==> src/rtl/aux_perf_monitor_pkg.sv <==
// Shared constants for the auxiliary performance monitor: counter overflow modes,
// core event channel assignments and an index-width helper.
// No logic, no latency, no backpressure.
package aux_perf_monitor_pkg;

  // Counter overflow behaviour (Saturate parameter values).
  localparam int AUX_CNT_WRAP = 0;  // all-ones increments to zero
  localparam int AUX_CNT_SAT  = 1;  // all-ones holds

  // Core event channel assignments. Channels 4 and up are reserved for new core events.
  localparam int AUX_CH_CYC = 0;  // core cycles
  localparam int AUX_CH_JMP = 1;  // jumps taken
  localparam int AUX_CH_BCH = 2;  // branches
  localparam int AUX_CH_BED = 3;  // branch end / mispredict

  // Width of an index able to address n entries. Never returns less than 1,
  // so a degenerate one-entry range still gets a real register.
  function automatic int aux_idx_bits(input int n);
    return (n > 1) ? $clog2(n) : 1;
  endfunction

endpackage

==> src/rtl/aux_event_counter.sv <==
// One event counter with a sticky overflow flag and a selectable wrap/saturate mode.
// Latency: cnt and ovf update on the clk edge where inc is sampled high.
// Backpressure: none; every inc pulse is counted, and clr wins over inc.
//
// Ports:
//   clk, rst  - clock, asynchronous active-high reset
//   clr       - synchronous clear of count and overflow flag
//   inc       - count enable for this cycle
//   cnt       - current count
//   ovf       - sticky overflow flag, cleared only by clr or rst
module aux_event_counter
  import aux_perf_monitor_pkg::*;
#(
  parameter int CntBit   = 32,
  parameter int Saturate = AUX_CNT_WRAP
) (
  input  logic              clk,
  input  logic              rst,
  input  logic              clr,
  input  logic              inc,
  output logic [CntBit-1:0] cnt,
  output logic              ovf
);

  logic at_max;

  assign at_max = &cnt;

  always_ff @(posedge clk or posedge rst) begin
    if (rst) begin
      cnt <= '0;
      ovf <= 1'b0;
    end else if (clr) begin
      cnt <= '0;
      ovf <= 1'b0;
    end else if (inc) begin
      if (at_max) begin
        // Overflow is flagged in both modes; only the count value differs.
        ovf <= 1'b1;
        if (Saturate != AUX_CNT_SAT) begin
          cnt <= '0;
        end
      end else begin
        cnt <= cnt + CntBit'(1);
      end
    end
  end

endmodule

==> src/rtl/aux_perf_monitor.sv <==
// Event-counter bank with snapshot freeze and a manual/auto-rotating display selector.
// Latency: counters update one clk after a step strobe; disp_data/disp_chan are registered (+1 clk).
// Backpressure: none; events are sampled only on step strobes and never stalled.
//
// Ports:
//   clk, rst   - board clock, asynchronous active-high reset
//   step       - one-clk pulse marking a core clock edge
//   evt        - per-channel event levels, counted only when step is high
//   clr        - synchronous clear of counters, overflow flags and snapshot
//   freeze     - level; while high the display shows the snapshot taken on its rising edge
//   mode_auto  - 1 = rotate display channel every DwellCnt clks, 0 = manual select
//   sel        - manual channel select (out-of-range values select channel 0)
//   disp_data  - registered value of the displayed channel
//   disp_chan  - registered index of the displayed channel
//   ovf        - sticky per-channel overflow flags
module aux_perf_monitor
  import aux_perf_monitor_pkg::*;
#(
  parameter int NumChan  = 8,
  parameter int CntBit   = 32,
  parameter int SelBit   = 4,
  parameter int DwellCnt = 1000,
  parameter int Saturate = AUX_CNT_WRAP
) (
  input  logic               clk,
  input  logic               rst,
  input  logic               step,
  input  logic [NumChan-1:0] evt,
  input  logic               clr,
  input  logic               freeze,
  input  logic               mode_auto,
  input  logic [SelBit-1:0]  sel,
  output logic [CntBit-1:0]  disp_data,
  output logic [SelBit-1:0]  disp_chan,
  output logic [NumChan-1:0] ovf
);

  localparam int                DwBit     = aux_idx_bits(DwellCnt);
  localparam logic [DwBit-1:0]  DwellLast = DwBit'(DwellCnt - 1);
  localparam logic [SelBit-1:0] ChanLast  = SelBit'(NumChan - 1);

  logic [CntBit-1:0]  cnt_q   [NumChan];
  logic [CntBit-1:0]  snap_q  [NumChan];
  logic [NumChan-1:0] inc;
  logic               freeze_q;
  logic               frz_rise;
  logic [DwBit-1:0]   dwell_q;
  logic [SelBit-1:0]  auto_idx_q;
  logic [SelBit-1:0]  manual_ch;
  logic [SelBit-1:0]  ch;
  logic [CntBit-1:0]  cnt_sel;
  logic [CntBit-1:0]  snap_sel;

  // Only core-step strobes count, so a core cycle counts once whatever the clock ratio.
  assign inc = evt & {NumChan{step}};

  for (genvar g = 0; g < NumChan; g++) begin : g_cnt
    aux_event_counter #(
      .CntBit   (CntBit),
      .Saturate (Saturate)
    ) u_cnt (
      .clk (clk),
      .rst (rst),
      .clr (clr),
      .inc (inc[g]),
      .cnt (cnt_q[g]),
      .ovf (ovf[g])
    );
  end

  // Freeze edge detection and snapshot bank.
  assign frz_rise = freeze & ~freeze_q;

  always_ff @(posedge clk or posedge rst) begin
    if (rst) begin
      freeze_q <= 1'b0;
    end else begin
      freeze_q <= freeze;
    end
  end

  // The snapshot copies the registered counter values, i.e. the pre-increment
  // values of the rising-edge cycle. clr wins over a coincident rising edge.
  always_ff @(posedge clk or posedge rst) begin
    if (rst) begin
      for (int i = 0; i < NumChan; i++) snap_q[i] <= '0;
    end else if (clr) begin
      for (int i = 0; i < NumChan; i++) snap_q[i] <= '0;
    end else if (frz_rise) begin
      for (int i = 0; i < NumChan; i++) snap_q[i] <= cnt_q[i];
    end
  end

  // Channel selection.
  always_comb begin
    manual_ch = '0;
    if (int'(sel) < NumChan) begin
      manual_ch = sel;
    end
  end

  assign ch = mode_auto ? auto_idx_q : manual_ch;

  // In manual mode the auto index tracks the manual channel and the dwell counter
  // sits at zero, so entering auto mode starts from that channel with a full dwell.
  // clr deliberately does not touch this state.
  always_ff @(posedge clk or posedge rst) begin
    if (rst) begin
      dwell_q    <= '0;
      auto_idx_q <= '0;
    end else if (!mode_auto) begin
      dwell_q    <= '0;
      auto_idx_q <= manual_ch;
    end else if (dwell_q == DwellLast) begin
      dwell_q    <= '0;
      auto_idx_q <= (auto_idx_q == ChanLast) ? '0 : auto_idx_q + SelBit'(1);
    end else begin
      dwell_q    <= dwell_q + DwBit'(1);
    end
  end

  // Display mux. Written as a compare loop so ch may be wider than the channel
  // index without ever addressing beyond the bank.
  always_comb begin
    cnt_sel  = '0;
    snap_sel = '0;
    for (int i = 0; i < NumChan; i++) begin
      if (ch == SelBit'(i)) begin
        cnt_sel  = cnt_q[i];
        snap_sel = snap_q[i];
      end
    end
  end

  always_ff @(posedge clk or posedge rst) begin
    if (rst) begin
      disp_data <= '0;
      disp_chan <= '0;
    end else begin
      disp_data <= freeze ? snap_sel : cnt_sel;
      disp_chan <= ch;
    end
  end

endmodule
==> config.mk <==
export PLATFORM = sky130hd
export DESIGN_NAME = aux_perf_monitor
export DESIGN_NICKNAME = d
export VERILOG_FILES = /design/src/rtl/aux_perf_monitor_pkg.sv /design/src/rtl/aux_event_counter.sv /design/src/rtl/aux_perf_monitor.sv
export SDC_FILE = /design/constraint.sdc
export NUM_CORES = 1
export LEC_CHECK = 0
export ABC_AREA = 1
export BUFFER_PORTS_ARGS = -buffer_cell sky130_fd_sc_hd__buf_2
export CORE_ASPECT_RATIO = 1.1
export CORE_MARGIN = 2
export CORE_UTILIZATION = 41
export CTS_BUF_LIST = sky130_fd_sc_hd__clkbuf_2 sky130_fd_sc_hd__clkbuf_4 sky130_fd_sc_hd__clkbuf_8
export CTS_CLUSTER_SIZE = 28
export DETAILED_ROUTE_END_ITERATION = 16
export PLACE_DENSITY = 0.52
export SLEW_MARGIN = 20
export SYNTH_ARGS = -nofsm -noshare
export SYNTH_HDL_FRONTEND = slang
export SYNTH_SLANG_ARGS = --single-unit
==> constraint.sdc <==
create_clock -name clk -period 28.5 [get_ports clk]
set_input_delay 5.7 -clock clk [delete_from_list [all_inputs] [get_ports clk]]
set_output_delay 5.7 -clock clk [all_outputs]
set_load 0.01 [all_outputs]
==> results.json, run 1 <==
{
  "critPathArrivalTime_ns": 8.90,
  "finalHoldViolCount": 0,
  "cp-start-kind": "input port",
  "fin_skew_ns": 0.0331,
  "fp.coreArea_um2": 76000,
  "cp_cell_sequence": "buf_2 > clkinv_1 > buf_4 > nor2_4 > buf_4 > nand2_4 > buf_4 > o22ai_1",
  "leakagePower_nw": 14.2,
  "seq_area_frac_synth": 0.454,
  "ff2ff_setup_slack_ns": 25.39,
  "start_util": 0.414,
  "status": "completed",
  "pin_count": 62,
  "async_flop_share": 1.00,
  "ys_ff_latch": 571,
  "totalWireLength_um": 122000,
  "setup_viol": 0,
  "fin_crit_sh": 0.291,
  "track_usage": 0.310,
  "cts_sinks": 571,
  "grt_pass1_vias": 28000,
  "ys.flop_type": "dfrtp_1",
  "avgSynthCellArea_um2": 7.47,
  "peakVddDrop_uv": 37.7,
  "cts_root_buffer": "clkbuf_8",
  "cts_max_level": 3,
  "vias": 29400,
  "post-cts-setup-buffer-count": 0,
  "pwr_density_cell_nw_per_um2": 53.8,
  "grt_pass1_wl_um": 183000,
  "grt_max_degree": 201,
  "routedWlPerCell_um": 22.9,
  "chipWidth_um": 268,
  "slowest_stage": "buf_4",
  "final_antenna_net_count": 0,
  "synth_cell_type_count": 45,
  "rows": 106,
  "die_y_um": 294,
  "syn_area_um2": 31500,
  "utilization": 0.457,
  "antenna_found_initial": 4,
  "finalCriticalPeriod_ns": 8.29,
  "slew_violations": 0,
  "cts_resized": 0,
  "syn-instance-count": 4213,
  "hp-class": "flip-flop to flip-flop",
  "drt_iter0_drc": 3274,
  "cts_buffers": 105,
  "cts_tree": "done",
  "fmax_ghz": 0.121,
  "layout.nets": 4235,
  "clk_path_buf_depth": 3,
  "gp_congestion": 0.999,
  "max_stage_delay_ns": 0.63,
  "avgViaCountPerCell": 5.53,
  "dr.pass1.iters": 8,
  "hpwl_um": 88100,
  "globalRoute.totalOverflow": 0,
  "clkLatencyLatePin_ns": 0.75,
  "design.die.area_um2": 78900,
  "crit_family": "buffers and inverters",
  "synth-edff-count": 0,
  "path_common_cell": "buf_4",
  "final.setup.tns_ns": 0,
  "synth_fp_nets": 4241,
  "crit_type": "input port to flip-flop",
  "drv_cap": 0,
  "endpoint_kind": "flip-flop",
  "clk_pin_slew_ns": 0.06,
  "maxSlewHeadroom": 0.286,
  "layout-drive-gt1-share": 0.0831,
  "cp.required_ns": 29.11,
  "portBuffers": 61,
  "cp_num_buf_inv": 5,
  "path_max_fanout": 85,
  "area_growth_pct": 10.4,
  "drcViolationCount": 0,
  "ctsHoldBuffers": 0,
  "tightest_slew_ns": 1.07,
  "rsz0062_at_grt": "false",
  "yosysWarningCount": 0
}
Yosys cell counts, types with 8 or more instances:
library cell | number | area (um^2)
a21oi_1 | 127 | 636
a31oi_1 | 10 | 62.6
buf_2 | 99 | 495
buf_4 | 26 | 195
clkbuf_1 | 69 | 259
dfrtp_1 | 571 | 14300
ha_1 | 10 | 125
inv_1 | 619 | 2320
nand2_1 | 767 | 2880
nand2_2 | 13 | 81.3
nand3_1 | 378 | 1890
nand4_1 | 130 | 813
nor2_1 | 549 | 2060
nor2_2 | 19 | 119
nor3_1 | 168 | 841
nor3_2 | 8 | 80.1
nor3b_1 | 14 | 105
nor4_1 | 24 | 150
o21ai_0 | 145 | 726
o21ai_1 | 24 | 120
o22ai_1 | 250 | 1560
o31ai_1 | 8 | 60.1
xor2_1 | 124 | 1090
cell usage in the layout (no fill, tap or decap), types with 124 or more instances in the layout:
cell type  instances
nand2_1          766
inv_1            618
dfrtp_1          571
nor2_1           548
nand3_1          378
o22ai_1          250
nor3_1           168
o21ai_0          145
clkbuf_8         143
nand4_1          130
a21oi_1          127
xor2_1           124
routing by layer:
layer	global-route usage	share of wire	wire length (um)
met5	0	0.00029	35
met4	0.116	0.037	4520
met3	0.0557	0.081	9910
met2	0.445	0.42	51800
met1	0.463	0.46	55800
final timing paths:
check / startpoint / to / cells past startpoint
worst max-delay path: freeze / snap_q[249] / 8
worst min-delay path: dwell_q[0] / dwell_q[0] / 1
worst max register to register: auto_idx_q[1] / disp_data[16] / 11
worst min register to register: dwell_q[0] / dwell_q[0] / 1
max in group asynchronous: rst / snap_q[253] / 4
min in group asynchronous: rst / g_cnt[7].u_cnt.cnt[5] / 2
cell type report:
class	instances	area [um^2]
timing repair buffer	92	563
clock inverter	17	143
multi-input combinational	2807	13800
fill	7888	41300
tap	1026	1280
antenna	1	2.50
inverter	630	2380
sequential	571	14300
clock buffer	177	2220
stage by stage:
stage | total power [W] | cell area (um^2) | setup WS (ns) | hold slack [ns] | instances
finish | 0.00187 | 34700 | 20.21 | 0.458 | 5321
CTS | 0.00188 | 34700 | 20.36 | 0.465 | 5320
global route | 0.00193 | 34700 | 20.08 | 0.498 | 5321
global placement | 0.000996 | 32300 | 19.66 | 0.452 | 5126
detailed placement | 0.000997 | 32300 | 19.59 | 0.457 | 5126
floorplan | 0.000946 | 31500 | 6.83 | 0.433 | 4213
worst reg2reg max path: stages, from the launching register on:
cell and delay (ns):
dfrtp_1 0.41, nand2_1 0.10, nand2_2 0.16, nor2_4 0.11
buf_4 0.57, nand2_2 0.25, inv_2 0.22, buf_4 0.54
nand2_1 0.17, nand4_1 0.23, nor2_1 0.07, nor2_1 0.18
where the power goes:
part	switching, W	internal [W]	total (W)
clock network	0.000378	0.000507	0.000884
registers	0.0000104	0.000822	0.000832
logic	0.000123	0.0000279	0.000151
total	0.000511	0.00136	0.00187
registers in the layout, summed over array words and instances (netlist names):
name	count
snap_q	256
g_cnt.u_cnt.ovf	8
freeze_q	1
dwell_q	10
disp_chan	4
g_cnt.u_cnt.cnt	256
auto_idx_q	4
disp_data	32
kinds of logic (layout without fill, tap and decap cells):
kind of cell               Yosys count  count (layout)  share of synthesized area
adders and majority gates           10              10                    0.00398
DFF                                571             571                      0.454
other                                0               1                          0
buffers and inverters              835             916                      0.108
and+or+nand+nor                   2088            2088                      0.293
AOI/OAI and AO/OA                  582             582                      0.106
xor gates and xnor gates           127             127                     0.0354
Note: power is estimated with default switching activity, not from simulation.
==> inputs of run 2 (changes only) <==
Clock period 28.5 ns to 8.32 ns, I/O delays scaled along.
==> run 2 against run 1 <==
Net effect: combinational power rose to 3.5 times the previous value; sequential cell count did not move; wire length rose by 2.0%; sequential share of layout area rose by 0.16 points; critical path type unchanged.
==> results.json, run 2 (synthesis gave the netlist of run 1 again) <==
{
  "totalWireLength_um": 125000,
  "die_y_um": 294,
  "layout.nets": 4235,
  "drcViolationCount": 0,
  "whs_ns": 0.467,
  "cp.required_ns": 8.99,
  "ctsHoldBuffers": 0,
  "leakagePower_nw": 14.1,
  "path_max_fanout": 74,
  "cts_root_buffer": "clkbuf_8",
  "ff2ff_setup_slack_ns": 5.38,
  "top_usage_layer": "met1",
  "pin_count": 62,
  "grt_max_degree": 195,
  "utilization": 0.455,
  "rsz0062_at_grt": "false",
  "post-cts-setup-buffer-count": 0,
  "drv_cap": 0,
  "grt_pass1_vias": 28300,
  "status": "completed",
  "final_cell_mix": "766 x nand2_1, 618 x inv_1, 571 x dfrtp_1",
  "portBuffers": 61,
  "critPathArrivalTime_ns": 4.37,
  "grtUsageMet3": 0.0765,
  "avgViaCountPerCell": 5.55,
  "vias": 29500,
  "pwr_density_cell_nw_per_um2": 180,
  "clk_pin_slew_ns": 0.06,
  "peakVddDrop_uv": 100,
  "final_common_cell": "nand2_1",
  "use_met1": 0.460,
  "cts_tree": "done",
  "rows": 106,
  "endpoint_kind": "flip-flop",
  "cts_max_level": 3,
  "cts_buffers": 103,
  "crit_end": "disp_data[8]",
  "drt_iter0_drc": 3234,
  "maxSlewHeadroom": 0.300,
  "hp-class": "flip-flop to flip-flop",
  "cts_resized": 0,
  "fp.coreArea_um2": 76000,
  "reg2reg_depth": 10,
  "max_stage_delay_ns": 0.66,
  "routedWlPerCell_um": 23.4,
  "dp_cells": 5127,
  "use_met2": 0.454,
  "final_antenna_net_count": 0,
  "cp_cell_sequence": "buf_2 > nor2_8 > nand2_2 > nand2_2 > nand2_1 > nor2_4 > buf_4 > inv_2 > o21ai_0 > o21ai_1 > nand2_1",
  "slowest_stage": "buf_4",
  "area_growth_pct": 9.95,
  "grt_pass1_wl_um": 186000,
  "cp-start-kind": "input port",
  "start_util": 0.414,
  "antenna_found_initial": 4,
  "clkLatencyLatePin_ns": 0.73,
  "chipWidth_um": 268,
  "setup_viol": 0,
  "track_usage": 0.318,
  "tightest_slew_ns": 1.05,
  "startpoint": "mode_auto",
  "top_regs": "g_cnt.u_cnt.cnt x256, snap_q x256, disp_data x32",
  "slew_violations": 0,
  "fmax_ghz": 0.271,
  "timing.rr.start": "auto_idx_q[0]",
  "gp_congestion": 0.970,
  "fin_crit_sh": 0.444,
  "globalRoute.totalOverflow": 0,
  "fin_cells": 5313,
  "p_total_w": 0.00621,
  "cts_sinks": 571,
  "finalCriticalPeriod_ns": 3.69,
  "design.die.area_um2": 78900,
  "layout-drive-gt1-share": 0.0814,
  "clk_path_buf_depth": 3,
  "reg2reg_to": "disp_data[8]",
  "dr.pass1.iters": 6,
  "fin_skew_ns": 0.0461,
  "finalHoldViolCount": 0,
  "hpwl_um": 90500,
  "crit_type": "input port to flip-flop"
}
[run 2: power breakdown]
group / internal (W) / leakage, nW / switching [W]
logic: 0.0000988 / 5.08 / 0.000429
registers: 0.00282 / 7.93 / 0.0000420
clock network: 0.00157 / 1.15 / 0.00125
[run 2: per-layer routing]
| metal | wire length (um) | up-vias |
|---|---|---|
| met2 | 52700 | 1135 |
| met3 | 11200 | 198 |
| met4 | 4750 | 2 |
| li1 | - | 13800 |
| met5 | 12 | - |
| met1 | 55900 | 14400 |
[run 2: critical path, delay by kind of cell]
family	cells	cell delay, ns
buf+inv	3	1.36
simple gates	6	0.74
compound gates	2	0.50
[run 2: final cells by class]
cell class	instances	area, um^2
diodes	1	2.50
clock buffers	174	2100
clock inverters	10	65.1
fillers	7884	41400
inverters	630	2370
multi-input cells	2807	13800
flip-flops and latches	571	14300
well taps	1026	1280
repair buffers	94	636
[run 2: worst min path at each step]
stage,start,to,depth (start not counted)
5_1_grt,dwell_q[0],dwell_q[0],1
4_1_cts,dwell_q[0],dwell_q[0],1
3_3_place_gp,dwell_q[0],dwell_q[0],1
6_report,dwell_q[0],dwell_q[0],1
2_1_floorplan,dwell_q[0],dwell_q[0],1
3_5_place_dp,g_cnt[2].u_cnt.ovf,g_cnt[2].u_cnt.ovf,2
[run 2: per-stage QoR]
step / worst slack, ns / cell area [um^2] / TNS (ns)
after floorplan: -1.12 / 31500 / -640.43
after global placement: 3.89 / 32400 / 0
after detailed placement: 3.95 / 32400 / 0
after CTS: 4.71 / 34500 / 0
after global routing: 4.47 / 34600 / 0
final: 4.63 / 34600 / 0
